[src/rtl/sort_pkg.sv]
// sort_pkg: shared state encoding and width helpers for the bubble sort engine.
package sort_pkg;
  typedef enum logic [1:0] {IDLE, SCAN, DONE} state_e;
  localparam int DEF_N_ELEM = 4;
  localparam int DEF_W = 8;
  function automatic int idx_w(int n);
    return $clog2(n);
  endfunction
  function automatic int scw(int n);
    return $clog2(n * (n - 1) / 2 + 1);
  endfunction
  localparam int DEF_IDX_W = idx_w(DEF_N_ELEM);
  localparam int DEF_PASS_W = idx_w(DEF_N_ELEM);
endpackage

[src/rtl/sort_cmp_swap.sv]
// sort_cmp_swap: single compare-swap cell; equal keys never swap, keeping the sort stable.
module sort_cmp_swap #(
  parameter int W = 8
) (
  input  logic [W-1:0] a,
  input  logic [W-1:0] b,
  input  logic         desc,
  output logic [W-1:0] lo_out,
  output logic [W-1:0] hi_out,
  output logic         swapped
);
  assign swapped = desc ? (a < b) : (a > b);
  assign lo_out  = swapped ? b : a;
  assign hi_out  = swapped ? a : b;
endmodule

[src/rtl/sort_engine.sv]
// sort_engine: bubble sorter, one adjacent compare per clock, with early exit on a swap-free pass.
module sort_engine
  import sort_pkg::*;
#(
  parameter int N_ELEM = 4,
  parameter int W      = 8,
  parameter int SCW    = scw(N_ELEM)
) (
  input  logic                i_clk,
  input  logic                i_rst_n,
  input  logic                i_start,
  input  logic                i_desc,
  input  logic [N_ELEM*W-1:0] i_in_data,
  output logic [N_ELEM*W-1:0] o_out_data,
  output logic                o_busy,
  output logic                o_done,
  output logic [SCW-1:0]      o_swap_count
);
  localparam int IW = idx_w(N_ELEM);

  state_e         r_state, w_state_nx;
  logic [W-1:0]   r_buf [N_ELEM];
  logic           r_desc, r_swapped;
  logic [IW-1:0]  r_i, r_pass, w_i1;
  logic [SCW-1:0] r_cnt;
  logic [W-1:0]   w_lo, w_hi;
  logic           w_sw, w_last, w_more;

  assign w_i1   = r_i + IW'(1);
  assign w_last = r_i == IW'(N_ELEM - 2);
  // this cycle's compare counts toward the pass that is ending
  assign w_more = (r_swapped | w_sw) && (r_pass < IW'(N_ELEM - 2));

  sort_cmp_swap #(.W(W)) u_cmp (
    .a      (r_buf[r_i]),
    .b      (r_buf[w_i1]),
    .desc   (r_desc),
    .lo_out (w_lo),
    .hi_out (w_hi),
    .swapped(w_sw)
  );

  always_ff @(posedge i_clk or negedge i_rst_n)
    if (!i_rst_n) r_state <= IDLE;
    else          r_state <= w_state_nx;

  always_comb begin
    w_state_nx = r_state;
    w_state_nx = (r_state == IDLE) ? (i_start ? SCAN : IDLE) :
                 (r_state == SCAN) ? ((w_last && !w_more) ? DONE : SCAN) : IDLE;
  end

  always_ff @(posedge i_clk or negedge i_rst_n)
    if (!i_rst_n) begin
      for (int k = 0; k < N_ELEM; k++) r_buf[k] <= '0;
      r_desc    <= 1'b0;
      r_swapped <= 1'b0;
      r_i       <= '0;
      r_pass    <= '0;
      r_cnt     <= '0;
    end else if (r_state == IDLE && i_start) begin
      for (int k = 0; k < N_ELEM; k++) r_buf[k] <= i_in_data[(N_ELEM-1-k)*W +: W];
      r_desc    <= i_desc;
      r_swapped <= 1'b0;
      r_i       <= '0;
      r_pass    <= '0;
      r_cnt     <= '0;
    end else if (r_state == SCAN) begin
      r_buf[r_i]  <= w_lo;
      r_buf[w_i1] <= w_hi;
      if (w_sw) r_cnt <= r_cnt + SCW'(1);
      if (!w_last) begin
        r_i       <= w_i1;
        r_swapped <= r_swapped | w_sw;
      end else if (w_more) begin
        r_i       <= '0;
        r_pass    <= r_pass + IW'(1);
        r_swapped <= 1'b0;
      end
    end

  for (genvar g = 0; g < N_ELEM; g++) begin : g_out
    assign o_out_data[(N_ELEM-1-g)*W +: W] = r_buf[g];
  end

  assign o_busy       = r_state == SCAN;
  assign o_done       = r_state == DONE;
  assign o_swap_count = r_cnt;
endmodule

[config.mk]
export PLATFORM = sky130hd
export DESIGN_NAME = sort_engine
export DESIGN_NICKNAME = d
export VERILOG_FILES = /design/src/rtl/sort_pkg.sv /design/src/rtl/sort_cmp_swap.sv /design/src/rtl/sort_engine.sv
export SDC_FILE = /design/constraint.sdc
export NUM_CORES = 1
export LEC_CHECK = 0
export CORE_UTILIZATION = 51
export DETAILED_ROUTE_END_ITERATION = 10
export PLACE_DENSITY_LB_ADDON = 0.25
export SYNTH_ARGS = -nofsm -noshare
export SYNTH_HDL_FRONTEND = slang
export SYNTH_SLANG_ARGS = --single-unit
export TNS_END_PERCENT = 50
[constraint.sdc]
create_clock -name i_clk -period 4.61 [get_ports i_clk]
set_input_delay 0.922 -clock i_clk [delete_from_list [all_inputs] [get_ports i_clk]]
set_output_delay 0.922 -clock i_clk [all_outputs]
set_load 0.1 [all_outputs]
==> qor.yml <==
timing:
  setup_violations: 0
  clock.fmax_mhz: 256.6
  tightestPinTransition_ps: 997.4
  period_needed_ps: 3897
  fin_crit_sh_pct: 84.54
  slew_headroom_pct: 33.51
  hold_viol: 0
  skew_ps: 4.006
  setup_tns_ps: 0
  rsz0062_at_grt: "false"
  slew_violations: 0
clocking:
  cts_sinks: 43
  cts_buffers: 5
  clk_latency_ps: 300
  cts_resized: 0
  cts_max_level: 2
  hold_buffers: 0
  clk_pin_slew_ps: 80
  cts_root_buffer: "clkbuf_8"
  cts_tree: "built"
  cts_max_path_buffers: 2
  postCtsSetupBuffers: 0
routing:
  post-route-drc-count: 0
  vias: 2983
  wl_per_cell_microns: 18.76
  viasPerCell: 6.320
  ant_nets: 0
  drt_iter0_drc: 344
  drt_wl_total_mm: 8.856
  dr.pass1.iters: 5
yosys:
  synth_top_flop_cell: "dfrtp_1"
  synth-seq-cells: 43
  synthArstFlopShare_pct: 100.0
  avgSynthCellArea_sq_um: 9.356
  yosysTopAreaCell: "dfrtp_1"
  synth_top_area_share_pct: 34.33
  yosysSeqAreaShare_pct: 34.33
  synth_area_leaders: "dfrtp_1, mux4_2, ha_1"
  synth_edf_count: 0
  netlist_instances: 335
  synthDistinctLibCells: 40
  yosysMostFrequentCell: "dfrtp_1"
  synthTopCellsByCount: "dfrtp_1, nor2_1, nand2_1"
  syn_nets: 384
  synth_area_sq_um: 3134
  ys_warn_count: 0
worst_setup_path:
  worst-path-max-fanout: 28
  worstPathArrival_ps: 4090
  end_kind: "register"
  critPathLaunchType: "register"
  crit_type: "reg2reg"
  critPathRequiredTime_ps: 4800
global_routing:
  grt_max_degree: 44
  antenna_found_initial: 0
  grt_overflow: 0
  grt_pass1_vias: 2816
  grt_pass1_wl_mm: 13.97
  track_usage_pct: 28.90
floorplanning:
  dieArea_sq_um: 6463
  coreArea_sq_um: 5921
  rows: 28
  ios: 73
  fp.dieW_microns: 80.40
  die_y_microns: 80.40
  initial_core_util_pct: 52.94
min_path:
  hold_path_class: "reg2reg"
outcome:
  status: "finished clean"
cells_and_area:
  antenna_cells: 0
  syn_to_final_growth_pct: 26.83
  drive_gt1_share_pct: 8.816
  nNetsFinal: 447
place:
  place_congestion: 0.8670
  io_buffers: 72
  hpwl_mm: 6.030
flow_run:
  drv_cap: 0
state kept, by name, indices dropped and copies added (netlist names):
register	count
r_desc	1
r_i	2
r_swapped	1
o_out_data	32
r_state	2
r_pass	2
o_swap_count	3
path summary, 6_finish.rpt:
kind                       slack (ps)                  start                    endpoint  cells past startpoint
min in group asynchronous         780                i_rst_n  o_out_data[23]$_DFFE_PN0P_                      1
max reg2reg                       710     r_i[0]$_DFFE_PN0P_   o_out_data[6]$_DFFE_PN0P_                     14
min                               510  r_pass[0]$_DFFE_PN0P_       r_pass[0]$_DFFE_PN0P_                      1
max                               710     r_i[0]$_DFFE_PN0P_   o_out_data[6]$_DFFE_PN0P_                     14
max in group asynchronous        3210                i_rst_n  o_out_data[24]$_DFFE_PN0P_                      1
min reg2reg                       510  r_pass[0]$_DFFE_PN0P_       r_pass[0]$_DFFE_PN0P_                      1
per-stage QoR:
| stage | cell area (sq um) | setup WS (ps) | util (%) | hold WS (ps) | cells |
|---|---|---|---|---|---|
| final | 3975 | 712.8 | 67.14 | 511.8 | 472 |
| after global routing | 3975 | 407.2 | 67.14 | 535.2 | 472 |
| after CTS | 3975 | 736.2 | 67.14 | 514.2 | 472 |
| after detailed placement | 3902 | 746.6 | 65.91 | 498.7 | 466 |
| after global placement | 3902 | 860.0 | 65.91 | 483.6 | 466 |
| after floorplan | 3134 | 669.6 | - | 453.7 | 335 |
layer usage:
metal  global-route usage, %  up-vias  wire, microns  share of wire (%)
met5                       0        -              0                  0
li1                        -     1372              -                  -
met2                   47.71      147           4252                 48
met3                   5.682       15            696                7.9
met4                   9.643        0            132                1.5
met1                   37.81     1449           3775                 43
worst max-delay path, cell delays in order (launching register included):
cell	delay (ps)
dfrtp_1	350
inv_1	70
ha_1	470
buf_4	230
mux4_2	570
inv_1	90
ha_1	160
nand4_1	130
nand2b_1	170
a211oi_1	200
a311o_2	400
buf_12	240
mux2i_1	300
o221ai_1	160
a22o_1	220
cells by family (layout without fill, tap and decap cells):
family / count (synthesis) / count (layout) / share of synthesized area (%)
AND/OR/NAND/NOR: 104 / 104 / 14.05
AO/OA/AOI/OAI: 102 / 102 / 22.36
flip-flops: 43 / 43 / 34.33
multiplexers: 36 / 36 / 18.76
buffers and inverters: 35 / 97 / 4.751
adder cells (fa/ha/maj): 13 / 13 / 5.190
XOR/XNOR: 2 / 2 / 0.5590
cell type report:
class	count	area, sq um
fill	487	1946
multi-input combinational	257	1911
sequential	43	1076
timing repair buffer	78	773.2
tap	75	93.84
clock buffer	6	72.57
inverter	13	48.80
placed cells by master (no fill, tap or decap), types with 2 or more instances in the layout:
cell type        instances
clkdlybuf4s50_1         71
a21boi_0                 8
ha_1                    13
o221ai_1                 8
nor2b_1                  4
inv_1                   13
o21a_1                   2
o22ai_1                 16
clkbuf_8                 5
or2_2                    2
mux2_2                   2
nand4_1                  2
mux4_2                  16
mux2i_1                 16
o21ai_0                 20
and2_1                   2
buf_4                    5
nand2b_1                 2
dfrtp_1                 43
o22a_1                  16
nand2_1                 38
mux2i_4                  2
xor2_1                   2
a21oi_1                 15
o211ai_1                 2
nand3_1                  2
nor3_1                   9
nor2_1                  41
a22o_1                   8
Power is left out: the tool's default activity adds up to more than one toggle a clock period on the data nets, which glitch-free logic cannot reach.
